File: src/rtl/fifo_pkg.sv
// Shared types and default sizes for the self-exercising FIFO block.
package fifo_pkg;

    localparam int DATA_W_DEF = 8;
    localparam int ADDR_W_DEF = 4;

    // Traffic generator phases, in the order the run visits them.
    typedef enum logic [2:0] {
        IDLE,
        FILL,
        DRAIN,
        STREAM,
        FLUSH,
        DONE
    } gen_state_t;

endpackage

File: src/rtl/fifo.sv
// Synchronous FIFO: register storage, wrap-bit pointers, registered read port.
// Write while full is accepted only when a read retires a word in the same cycle.
module fifo
    import fifo_pkg::*;
#(
    parameter int DATA_W = DATA_W_DEF,
    parameter int ADDR_W = ADDR_W_DEF
) (
    input  logic              clk,
    input  logic              reset_n,
    input  logic              wr_en,
    input  logic [DATA_W-1:0] wr_data,
    input  logic              rd_en,
    output logic [DATA_W-1:0] rd_data,
    output logic              rd_valid,
    output logic              full,
    output logic              empty,
    output logic [ADDR_W:0]   level
);

    localparam int DEPTH = 2 ** ADDR_W;

    logic [DATA_W-1:0] mem [DEPTH];
    logic [ADDR_W:0]   wr_ptr;
    logic [ADDR_W:0]   rd_ptr;
    logic              wr_acc;
    logic              rd_acc;

    assign empty  = (wr_ptr == rd_ptr);
    assign full   = (wr_ptr[ADDR_W-1:0] == rd_ptr[ADDR_W-1:0]) &&
                    (wr_ptr[ADDR_W] != rd_ptr[ADDR_W]);
    assign level  = wr_ptr - rd_ptr;
    // No bypass: a read needs a word that was already stored before this edge.
    assign rd_acc = rd_en && !empty;
    assign wr_acc = wr_en && (!full || rd_acc);

    // Storage write; left unreset so it maps onto distributed RAM.
    always_ff @(posedge clk) begin
        if (wr_acc)
            mem[wr_ptr[ADDR_W-1:0]] <= wr_data;
    end

    // Pointer advance and registered read data / valid.
    always_ff @(posedge clk) begin
        if (!reset_n) begin
            wr_ptr   <= '0;
            rd_ptr   <= '0;
            rd_data  <= '0;
            rd_valid <= 1'b0;
        end else begin
            rd_valid <= rd_acc;
            if (wr_acc)
                wr_ptr <= wr_ptr + 1'b1;
            if (rd_acc) begin
                rd_data <= mem[rd_ptr[ADDR_W-1:0]];
                rd_ptr  <= rd_ptr + 1'b1;
            end
        end
    end

endmodule

File: src/rtl/fifo_top.sv
// Self-exercising FIFO: generator runs fill / drain / stream / flush after reset.
// Optional data checker enabled by defining FIFO_TOP_SELFCHECK_EN; without it
// fail is tied low and only the read count gates done.
module fifo_top
    import fifo_pkg::*;
#(
    parameter int DATA_W    = DATA_W_DEF,
    parameter int ADDR_W    = ADDR_W_DEF,
    parameter int NUM_WORDS = 64
) (
    input  logic            clk,
    input  logic            reset_n,
    output logic            done,
    output logic            fail,
    output logic [ADDR_W:0] level
);

    localparam int CNT_W = $clog2(NUM_WORDS + 1);

    gen_state_t        state, state_nx;
    logic [CNT_W-1:0]  wcnt;
    logic [CNT_W-1:0]  exp;
    logic              wcnt_inc;
    logic              wr_en, rd_en;
    logic [DATA_W-1:0] wr_data;
    logic [DATA_W-1:0] rd_data;
    logic              rd_valid;
    logic              full, empty;

    fifo #(
        .DATA_W (DATA_W),
        .ADDR_W (ADDR_W)
    ) u_fifo (
        .clk      (clk),
        .reset_n  (reset_n),
        .wr_en    (wr_en),
        .wr_data  (wr_data),
        .rd_en    (rd_en),
        .rd_data  (rd_data),
        .rd_valid (rd_valid),
        .full     (full),
        .empty    (empty),
        .level    (level)
    );

    // Generator state and write counter registers.
    always_ff @(posedge clk) begin
        if (!reset_n) begin
            state <= IDLE;
            wcnt  <= '0;
        end else begin
            state <= state_nx;
            if (wcnt_inc)
                wcnt <= wcnt + 1'b1;
        end
    end

    // Generator next state and FIFO requests; the overflow and underflow
    // probes are issued once each on the cycle that leaves FILL / DRAIN.
    always_comb begin
        state_nx = state;
        wr_en    = 1'b0;
        rd_en    = 1'b0;
        wr_data  = DATA_W'(wcnt);
        wcnt_inc = 1'b0;
        unique case (state)
            IDLE:   state_nx = FILL;
            FILL: begin
                wr_en = 1'b1;
                if (!full) begin
                    wcnt_inc = 1'b1;
                end else begin
                    wr_data  = '1;
                    state_nx = DRAIN;
                end
            end
            DRAIN: begin
                rd_en = 1'b1;
                if (empty)
                    state_nx = STREAM;
            end
            STREAM: begin
                if (wcnt == CNT_W'(NUM_WORDS)) begin
                    state_nx = FLUSH;
                end else begin
                    wr_en    = 1'b1;
                    rd_en    = 1'b1;
                    wcnt_inc = 1'b1;
                end
            end
            FLUSH: begin
                if (!empty)
                    rd_en = 1'b1;
                else
                    state_nx = DONE;
            end
            DONE:    state_nx = DONE;
            default: state_nx = IDLE;
        endcase
    end

`ifdef FIFO_TOP_SELFCHECK_EN
    logic fail_q;

    // Checker: compare every returned word with the running expected count.
    always_ff @(posedge clk) begin
        if (!reset_n) begin
            exp    <= '0;
            fail_q <= 1'b0;
        end else if (rd_valid) begin
            if (rd_data != DATA_W'(exp))
                fail_q <= 1'b1;
            exp <= exp + 1'b1;
        end
    end

    assign fail = fail_q;
`else
    logic unused_rd_data;

    // Without the checker exp only counts returned words.
    always_ff @(posedge clk) begin
        if (!reset_n)
            exp <= '0;
        else if (rd_valid)
            exp <= exp + 1'b1;
    end

    assign unused_rd_data = ^rd_data;
    assign fail           = 1'b0;
`endif

    // DONE is terminal and nothing writes after it, so done stays high.
    assign done = (state == DONE) && empty && (exp == CNT_W'(NUM_WORDS));

endmodule

File: config.mk
export PLATFORM = sky130hd
export DESIGN_NAME = fifo_top
export DESIGN_NICKNAME = d
export VERILOG_FILES = /design/src/rtl/fifo_pkg.sv /design/src/rtl/fifo.sv /design/src/rtl/fifo_top.sv
export SDC_FILE = /design/constraint.sdc
export NUM_CORES = 1
export LEC_CHECK = 0
export CAP_MARGIN = 5
export CORE_UTILIZATION = 55
export DETAILED_ROUTE_END_ITERATION = 10
export GPL_TIMING_DRIVEN = 0
export MAX_ROUTING_LAYER = met4
export PLACE_DENSITY_LB_ADDON = 0.12
export SLEW_MARGIN = 15
export SYNTH_ARGS = -nofsm -noshare
export SYNTH_HDL_FRONTEND = slang
export SYNTH_SLANG_ARGS = --single-unit
export TNS_END_PERCENT = 1
File: constraint.sdc
create_clock -name clk -period 2.65 [get_ports clk]
set_clock_uncertainty 0.05 [all_clocks]
set_input_delay 0.53 -clock clk [delete_from_list [all_inputs] [get_ports clk]]
set_output_delay 0.53 -clock clk [all_outputs]
set_load 0.005 [all_outputs]
[Word-level counts from Yosys, hierarchy flattened]
Cells that the tools add are included.
Word-level totals
  register bits: 28
  input port bits: 2
  output and inout bits: 7
Operators by class
  add/sub/neg operators: 5
  eq/ne operators: 14
  multiplexer cells: 11
  reductions and logical operators: 10
Operators by type and width (count)
  $pmux W3 S6: 1
  $add A7 B1 Y7 const B: 2
  $eq A7 B7 Y1 const B: 2
  $mux W3: 4
  $add A5 B1 Y5 const B: 2
  $ne A2 B2 Y1 const B: 4
  $eq A3 B2 Y1 const B: 2
  $eq A3 B3 Y1 const B: 2
  $eq A5 B5 Y1: 1
  $logic_and A1 B1 Y1: 5
  $sub A5 B5 Y5: 1
  $eq A4 B4 Y1: 1
  $pmux W1 S2: 2
  $reduce_and A4 Y1: 1
  $eq A3 B1 Y1 const B: 1
  $logic_not A3 Y1: 1
  $mux W1: 3
  $pmux W1 S3: 1
  $logic_not A1 Y1: 2
  $logic_or A1 B1 Y1: 1
  $ne A1 B1 Y1: 1

[Depth between registers and ports, before layout]
  depth in word-level cells: 6
  depth in mapped cells: 7
  gate-level depth less buffers: 7

[Hierarchy]
From an unflattened synthesis, not the netlist that was laid out.
Second synthesis, totals
  cell total of the unflattened synthesis: 481
  area, all modules: 6916.6 sq um
Modules (own cells, without submodules)
  fifo: times used 1, cells an instance 366, area an instance 5936.9 sq um, seq. area each 4224.1 sq um
  fifo_top: times used 1, cells an instance 115, area an instance 979.7 sq um, seq. area each 340.3 sq um

[Least setup slack after synthesis]
No wires, ideal clock.
  path type: flip-flop to flip-flop
  from: reg u_fifo.rd_ptr[1]
  to: reg u_fifo.rd_ptr[4]
  library setup time: 0.070 ns
  arrival: 1.958 ns
  data required time: 2.530 ns
  setup slack: 0.571 ns
  cell stages (with the launch flop): 7
  path buffers: 0
  clock period less this slack: 2.079 ns
  cell sequence: dfxtp_1 > inv_1 > ha_1 > and4_1 > a221o_1 > or4_1 > a21oi_1
On the way
  longest elaborated chain between the ends: 4
  elaborated cells on any way between the ends: 6
RTL lines
  from (decl): RTL line fifo.sv:25  | logic [ADDR_W:0] rd_ptr;
  from (signal assigned): RTL line fifo.sv:56  | rd_ptr <= rd_ptr + 1'b1;
  $eq A5 B5 Y1: RTL line fifo.sv:29  | assign empty = (wr_ptr == rd_ptr);
  $mux W1: RTL line fifo_top.sv:92  | if (!empty)
  $pmux W1 S3: RTL line fifo_top.sv:66  | unique case (state)
  $logic_and A1 B1 Y1: RTL line fifo.sv:34  | assign rd_acc = rd_en && !empty;
Several ways; a longest one is shown, not always the timed one.
A chain may end at the register's enable or synchronous reset.

[Worst setup path in the final report]
  from: reg u_fifo.wr_ptr[0]
  to: out level[4]
On the way
  longest elaborated chain between the ends: 1
RTL lines
  from (decl): RTL line fifo.sv:24  | logic [ADDR_W:0] wr_ptr;
  from (signal assigned): RTL line fifo.sv:53  | wr_ptr <= wr_ptr + 1'b1;
  $sub A5 B5 Y5: RTL line fifo.sv:32  | assign level = wr_ptr - rd_ptr;
  to (decl): RTL line fifo_top.sv:15  | output logic [ADDR_W:0] level
Every way passes these cells.

==> flow_summary.json <==
{
  "synth_cells": 181,
  "switching_share_pct": 24.0,
  "r2r_end": "u_fifo.rd_ptr[4]",
  "holdWs_ns": 0.445,
  "fp.dieH_um": 55.3,
  "cts_made_buffers": 3,
  "routed_wl_um": 3270,
  "crit_arrival_ns": 1.99,
  "yosysWarnings": 0,
  "reg2reg_slack_ns": 0.44,
  "tns_ns": 0,
  "relSlewSlack_pct": 60.5,
  "pwr-share-clk_pct": 29.0,
  "h-tree-depth": 1,
  "synth.distinct_cells": 37,
  "post-route-min-period_ns": 2.57,
  "crit_path_max_fanout": 2,
  "cts-root-buf": "clkbuf_4",
  "leakagePower_nw": 0.665,
  "p_per_area_nw_per_um2": 409,
  "syn_nets": 194,
  "tightest_slew_ns": 0.585,
  "cp.required_ns": 2.07,
  "seq_power_share_pct": 60.6,
  "drv_slew": 0,
  "power_mw": 0.720,
  "worstSetupStartpoint": "u_fifo.wr_ptr[0]",
  "finalSetupViolCount": 0,
  "drive_above_1_share_pct": 14.0,
  "synth_edf_count": 0,
  "cap_violations": 0,
  "clkSinkCount": 28,
  "status": "complete, no violations",
  "start_util_pct": 60.8,
  "grt_max_degree": 16,
  "via_per_inst": 6.03,
  "final_common_cell": "dfxtp_1",
  "final_nets": 207,
  "gp_congestion": 0.948,
  "hp-class": "reg2reg",
  "clk_pin_slew_ns": 0.15,
  "switchingPower_mw": 0.173,
  "crit_end": "level[4]",
  "grt_pass1_vias": 1275,
  "period_share_pct": 97.1,
  "antenna_found_initial": 0,
  "core_sq_um": 2570,
  "async_flop_share_pct": 0,
  "grt_pass1_wl_um": 5530,
  "wire_per_inst_um": 14.7,
  "hold_depth": 2,
  "drt_iter0_drc": 55,
  "syn_area_sq_um": 1560,
  "clk_latency_ns": 0.33,
  "avgSynthCellArea_sq_um": 8.62,
  "pwr-share-comb_pct": 10.4,
  "endpoint_kind": "output pin",
  "cts_tree": "built",
  "rows": 18,
  "syn_to_final_growth_pct": 13.0,
  "finalHoldViolCount": 0,
  "max_freq_mhz": 388,
  "post-dp-hpwl_um": 2310,
  "synth_flop_cell": "dfxtp_1",
  "grt_use_total_pct": 23.2,
  "ant_nets": 0,
  "diodes": 0,
  "dr.pass1.iters": 4,
  "die_width_um": 55.3,
  "vias": 1344,
  "top_level_ports": 9,
  "r2r-start": "u_fifo.rd_ptr[1]",
  "p_int_mw": 0.548,
  "drcViolationCount": 0,
  "die_area_sq_um": 3050,
  "cts.path.max_buffers": 2,
  "worstRegToRegCells": 6,
  "startpoint_type": "flop",
  "critPathKind": "reg2out",
  "overflow": 0,
  "ys_seq_area_share_pct": 35.9,
  "irDropWorstVdd_mv": 0.336,
  "io_buffers": 7,
  "synth-seq-cells": 28,
  "final_cell_mix": "23 x dfxtp_1, 19 x nand2_1, 15 x inv_1, 15 x a21oi_1"
}
per-stage QoR:
step                      std cells  cell area [sq um]  utilization [%]  setup slack [ns]
after global routing            223               1760             68.7           -0.0250
after global placement          218               1670             65.0             0.105
after floorplan                 181               1560                -             0.571
after detailed placement        218               1670             65.0            0.0630
final                           223               1760             68.7            0.0759
after CTS                       223               1740             67.9            0.0548
repair_timing:
action | 4_1_cts | 5_1_grt
resized for setup | 14 | 3
endpoints found under the hold margin | 0 | 0
setup buffers | 1 | 0
setup endpoints to repair | 4 | 3
pin swaps | 0 | 0
hold buffers | 0 | 0
Yosys cell counts, types with 2 or more instances:
cell       n  area [sq um]
a21o_1     2          15.0
a21oi_1   17          85.1
and4_1     2          17.5
and4b_1    3          30.0
buf_2      3          15.0
clkbuf_1   5          18.8
dfxtp_1   28           561
ha_1      10           125
inv_1     15          56.3
mux2i_1    6          60.1
nand2_1   19          71.3
nand3_1    3          15.0
nand4_1    7          43.8
nor2_1     6          22.5
nor3_1     3          15.0
nor4b_1    3          26.3
o21ai_0    7          35.0
o31ai_1    8          60.1
or3_1      3          18.8
or4_1      7          52.6
xnor2_1    5          43.8
xor2_1     4          35.0
power groups by stage:
stage	sequential (mW)	clock, mW	combinational [mW]
final	0.437	0.209	0.0747
after floorplan	0.444	0	0.0451
after detailed placement	0.447	0	0.0682
after CTS	0.437	0.219	0.0738
after global routing	0.439	0.227	0.0846
after global placement	0.447	0	0.0654
metal layers:
metal,vias to the layer above,share of wire (%),routed length (um),track usage (%)
met4,0,1.7,56,11.4
met1,628,46,1490,29.7
met5,-,0,0,-
met3,6,3.9,128,2.11
li1,673,-,-,-
met2,37,49,1590,36.7
cell families (layout without fill, tap and decap cells):
group,count (synthesis),after routing,share of synthesized area (%)
AOI/OAI and AO/OA,37,37,14.3
xor gates and xnor gates,10,10,6.09
adders and majority gates,11,11,9.30
buffers and inverters,25,37,6.58
DFF,28,28,35.9
muxes,6,6,3.85
other,1,1,0.240
and+or+nand+nor,63,63,23.7
how the worst min path moves through the flow:
stage | from | endpoint | slack, ns
final | u_fifo.rd_ptr[3] | u_fifo.rd_ptr[3] | 0.44
after global placement | wcnt[6] | wcnt[6] | 0.42
after CTS | u_fifo.rd_ptr[2] | u_fifo.rd_ptr[2] | 0.44
after floorplan | wcnt[6] | wcnt[6] | 0.40
after global routing | u_fifo.rd_ptr[3] | u_fifo.rd_ptr[3] | 0.46
after detailed placement | wcnt[6] | wcnt[6] | 0.44
worst max-delay path, cell delays in order, from the launching register on:
cell and delay, ns:
dfxtp_2 0.36, inv_1 0.06, ha_1 0.20, fa_2 0.36
inv_1 0.07, a21o_1 0.13, a21oi_2 0.07, xnor2_1 0.15
dlygate4sd2_1 0.25
state kept, by name, indices dropped and copies added, names as in the netlist:
| name | count |
|---|---|
| wcnt | 7 |
| u_fifo.rd_valid | 1 |
| u_fifo.rd_ptr | 5 |
| state | 3 |
| exp | 7 |
| u_fifo.wr_ptr | 5 |
area by class of cell:
class                           instances  area (sq um)
Buffer                                 10          46.3
Clock buffer                            4          36.3
Fill cell                             201           805
Inverter                               15          56.3
Multi-Input combinational cell        128           941
Sequential cell                        28           569
Tap cell                               30          37.5
Timing Repair Buffer                    8          76.3
No activity file was read; power rests on OpenSTA's default activity.
==> edit 1 (config.mk and constraints unchanged) <==
Change the package constant `ADDR_W_DEF` from 4 to 5.
--- a/src/rtl/fifo_pkg.sv
+++ b/src/rtl/fifo_pkg.sv
@@ -2,7 +2,7 @@
 package fifo_pkg;
 
     localparam int DATA_W_DEF = 8;
-    localparam int ADDR_W_DEF = 4;
+    localparam int ADDR_W_DEF = 5;
 
     // Traffic generator phases, in the order the run visits them.
     typedef enum logic [2:0] {
Ports: changed (resized level); port bits go from 9 to 10. The function was not compared with the original's and may differ.
==> edit 1 against the original RTL <==
  * Worst setup slack lost 0.015 ns
  * Critical endpoint is now level[3]
  * Via count up 8.6%
  * Die area up 11%
  * Sequential share of layout area down 2.8 points
  * Count of clock-buffer cells in the layout is 2 higher
  * Sequential cell count increased by 2
  * Synthesized area up 11%
  * Wire length rose by 18%
  * Clock power grew 32%
  * Total power increased by 21%
  * Critical path type unchanged
  * Cell area up 18%
==> edit 1: results (changes against the original RTL) <==
| Metric | Value |
|---|---|
| 1st-iter DRT viols | `59 (+7.3%)` |
| Reg clk slew, reported paths | `0.09 ns (-0.06 ns)` |
| Pin count of the biggest net entering global routing | `11 (-5)` |
| Filler cell count | `220 (+9.5%)` |
| Met1 GRT Util | `0.290 (-0.00764)` |
| Top post-synthesis cells by count | `dfxtp_1, nand2_1, and2_1, inv_1, ha_1` |
| Routed Wire Length | `3850 um (+18%)` |
| Met3 Usage GRT | `0.0558 (+0.0347)` |
| Layout cell share with drive strength beyond 1 | `0.198 (+0.0583)` |
| HPWL after DPL | `2590 um (+12%)` |
| Sequential share of the synthesized area | `0.347 (-0.0122)` |
| GR Util All Layers | `0.260 (+0.0279)` |
| # H-tree levels | `2 (+1)` |
| Mapped Nets | `213 (+9.8%)` |
| Met2 usage | `0.432 (+0.0652)` |
| Outcome | `finished clean` |
| Int Pwr | `0.644 mW (+18%)` |
| Worst skew pair latency | `0.35 ns (+0.02 ns)` |
| Worst path slowest cell | `dfxtp_4` |
| Fin nets | `237 (+14%)` |
| RD Place Congestion | `0.871 (-8.1%)` |
| Num CTS Buffers | `5 (+2)` |
| Vias in the first global route | `1437 (+13%)` |
| Max VDD drop | `0.314 mV (-6.8%)` |
| Worst Max-Slew Pin Slew | `0.595 ns (+0.00996 ns)` |
| Synth cell types | `39 (+5.4%)` |
| Crit path DAT | `2.01 ns (+0.02 ns)` |
| Port Buffer Count | `8 (+1)` |
| Critical Path Fanout Max | `2 (unchanged)` |
| Global-route wire length before repair | `6270 um (+13%)` |
| Lkg Pwr | `0.839 nW (+26%)` |
| Synth top area cells | `dfxtp_1, ha_1, and2_1` |
edit 1: cell types whose count changed after synthesis, sizes merged, moves of 3 or more:
cell	unedited run	this run
a21oi	17	2
nor3	3	6
and4b	3	0
or4	8	2
nor2b	1	5
o31ai	8	3
and2	0	16
xnor2	6	9
nand3	3	8
xor2	4	8
a21boi	0	7
nand2b	0	3
edit 1: worst paths after layout:
check | from | end | slack [ns] | cells after the start
worst max-delay path | u_fifo.rd_ptr[1] | level[3] | 0.06 | 11
worst min-delay path | wcnt[6] | wcnt[6] | 0.43 | 2
worst max register to register | u_fifo.wr_ptr[0] | state[0] | 0.30 | 9
worst min register to register | wcnt[6] | wcnt[6] | 0.43 | 2
edit 1: metrics by stage:
| step | hold WS (ns) | power, mW | std cells | worst slack [ns] | util |
|---|---|---|---|---|---|
| floorplan | 0.396 | 0.539 | 199 | 0.465 | - |
| global placement | 0.409 | 0.570 | 249 | -0.128 | 0.648 |
| detailed placement | 0.419 | 0.573 | 249 | -0.159 | 0.648 |
| CTS | 0.431 | 0.865 | 263 | -0.00638 | 0.708 |
| global route | 0.482 | 0.914 | 264 | -0.0224 | 0.726 |
| finish | 0.430 | 0.872 | 264 | 0.0613 | 0.726 |
edit 1: cell families (layout without fill, tap and decap cells):
family	Yosys count	count (layout)	share of synthesized area
xor gates and xnor gates	17	17	0.0860
and+or+nand+nor	86	86	0.290
adders and majority gates	12	12	0.0911
other	1	1	0.00217
DFF	30	30	0.347
AOI/OAI and AO/OA	26	26	0.0998
muxes	5	5	0.0289
buffers and inverters	22	45	0.0549
edit 1: power groups by stage:
stage	registers (mW)	clock network [mW]	logic (mW)
6_report	0.469	0.276	0.128
5_1_grt	0.470	0.303	0.141
4_1_cts	0.469	0.278	0.118
3_5_place_dp	0.481	0	0.0915
3_3_place_gp	0.481	0	0.0889
2_1_floorplan	0.478	0	0.0612
edit 1: critical path, delay by kind of cell, from the launching register on:
kind | cells | cell delay [ns]
AO/OA/AOI/OAI | 1 | 0.14
adder cells (fa/ha/maj) | 1 | 0.20
buffers and inverters | 5 | 0.65
flip-flops | 1 | 0.35
AND/OR/NAND/NOR | 4 | 0.32
edit 1: final cells by class:
type | count | area, um2 | area share
inverter | 15 | 56.3 | 0.0270
clock buffer | 6 | 51.3 | 0.0246
buffer | 7 | 38.8 | 0.0186
sequential | 30 | 617 | 0.295
timing repair buffer | 17 | 140 | 0.0671
tap | 42 | 52.6 | 0.0252
multi-input combinational | 147 | 1130 | 0.542
edit 1: routing by layer:
metal  up-vias  wire length [um]
met1       703              1740
met2        17              1910
met4         0                79
met3         8               121
li1        732                 -
met5         -                 0
edit 1: timing repair:
action,in CTS,in global routing
pin swaps,7,3
hold buffers,0,0
gates resized for setup,23,13
buffers inserted,8,1
endpoints found under the hold margin,0,0
endpoints found under the setup margin,6,4
==> edit 2 (same settings) <==
Without the edit above. Register the output `level`, cleared by the reset; this adds one clock of latency there. The other outputs are not delayed to match.
--- a/src/rtl/fifo_top.sv
+++ b/src/rtl/fifo_top.sv
@@ -16,6 +16,8 @@
 );
 
     localparam int CNT_W = $clog2(NUM_WORDS + 1);
+
+    logic [ADDR_W:0] level_d;
 
     gen_state_t        state, state_nx;
     logic [CNT_W-1:0]  wcnt;
@@ -40,7 +42,7 @@
         .rd_valid (rd_valid),
         .full     (full),
         .empty    (empty),
-        .level    (level)
+        .level    (level_d)
     );
 
     // Generator state and write counter registers.
@@ -133,5 +135,13 @@
     // DONE is terminal and nothing writes after it, so done stays high.
     assign done = (state == DONE) && empty && (exp == CNT_W'(NUM_WORDS));
 
+    always_ff @(posedge clk) begin
+        if (!reset_n) begin
+            level <= '0;
+        end else begin
+            level <= level_d;
+        end
+    end
+
 endmodule
 
Behaviour: not the same (Yosys sat finds a counterexample within 4 cycles, from zero or initial values and one cycle with reset_n low).
==> edit 2 against the original RTL <==
  * The flow now finishes with violations (design-rule violations)
  * Total power increased by 21%
  * Synthesized cell count increased by 8.3%
  * Worst setup slack improved by 0.081 ns
  * Synthesized area increased by 10%
  * Hold slack got worse by 0.0082 ns
  * Cell area increased by 8.2%
  * Sequential cell count increased by 5
  * Wire length increased by 6.2%
  * Critical path type unchanged
  * Highest routed layer unchanged
==> edit 2: results (changes against the original RTL) <==
| Metric | Value |
|---|---|
| Worst path slowest cell | `dfxtp_1` |
| RD Place Congestion | `0.890 (-6.2%)` |
| Routed Wire Length | `3470 um (+6.2%)` |
| Synth top area cells | `dfxtp_1, mux2i_1, ha_1` |
| # H-tree levels | `2 (+1)` |
| CP top delay family | `simple AND/OR/NAND/NOR gates` |
| Seq/total area | `0.348 (+0.0253)` |
| Failing checks | `design-rule violations` |
| Sequential power | `0.517 mW (+18%)` |
| Clock Network Area Fraction | `0.0269 (+0.00630)` |
| Sw power | `0.226 mW (+31%)` |
| DRC viols | `1 (+1)` |
| Metal3 WL | `154 um (+20%)` |
| Met2 usage | `0.401 (+0.0340)` |
| Global-route wire length before repair | `5860 um (+5.9%)` |
| Placed cell area | `1830 um2 (+9.8%)` |
| FFs & Latches | `33 (+18%)` |
| Vias in the first global route | `1424 (+12%)` |
| Multi-input combinational area share | `0.515 (-0.0183)` |
| Post-Syn Area per Cell | `8.78 um2 (+1.9%)` |
| Pin count of the biggest net entering global routing | `11 (-5)` |
| Met3 Usage GRT | `0.0714 (+0.0504)` |
| Pre-CTS setup slack | `-0.0470 ns (-0.110 ns)` |
| Mapped Area | `1720 um2 (+10%)` |
| PD cells | `457 nW/um2 (+12%)` |
| Data buffer area share | `0.0616 (-0.00791)` |
| Fin nets | `225 (+8.7%)` |
| Avg Vias per Cell | `5.83 (-3.2%)` |
| Inverters | `14 (-1)` |
| Synth Area in XOR/XNOR | `0.0298 (-0.0311)` |
| Max VDD drop | `0.269 mV (-20%)` |
| Reg clk slew, reported paths | `0.10 ns (-0.05 ns)` |
| Synth Area in Compound Gates | `0.108 (-0.0352)` |
| Synth cell types | `43 (+16%)` |
| Critical Path Fanout Max | `4 (+2)` |
| Crit path DAT | `1.91 ns (-0.08 ns)` |
| 1st-iter DRT viols | `88 (+60%)` |
| CLK BUF | `6 (+2)` |
| Mux contribution to synthesized area | `0.0814 (+0.0429)` |
| Sequential share of the synthesized area | `0.384 (+0.0245)` |
| Num CTS Buffers | `5 (+2)` |
| Multi-input gates | `142 (+11%)` |
| Lkg Pwr | `0.682 nW (+2.5%)` |
| Layout cell share with drive strength beyond 1 | `0.103 (-0.0366)` |
| Wl on met1 | `1510 um (+1.7%)` |
| Area Growth Syn to Fin | `10.8%` |
| Signal buffers | `16 (-2)` |
| Filler cell count | `231 (+15%)` |
| Drt pass-1 iters | `10 (+6)` |
| GR Util All Layers | `0.240 (+0.00862)` |
| Logic pwr share | `0.101 (-0.003)` |
| Outcome | `complete, but fails checks` |
## edit 2: final timing paths
check	cells after the start	slack [ns]	start	end
max	7	0.16	u_fifo.rd_ptr[3]	done
min	2	0.44	u_fifo.rd_ptr[2]	u_fifo.rd_ptr[2]
max reg2reg	8	0.61	u_fifo.rd_ptr[3]	state[1]
min reg2reg	2	0.44	u_fifo.rd_ptr[2]	u_fifo.rd_ptr[2]
## edit 2: timing repair
action | 4_1_cts | 5_1_grt
pin swaps | 1 | 0
resized for setup | 5 | 1
buffers inserted | 2 | 0
endpoints found under the setup margin | 1 | 1
cloned | 0 | 0
## edit 2: cell families (layout without fill, tap and decap cells)
family          after synthesis  in the layout
simple gates                 83             83
flops                        33             33
compound gates               28             28
buf+inv                      21             38
mux                          14             14
fa+ha+maj                    11             11
xor+xnor                      5              5
other cells                   1              1
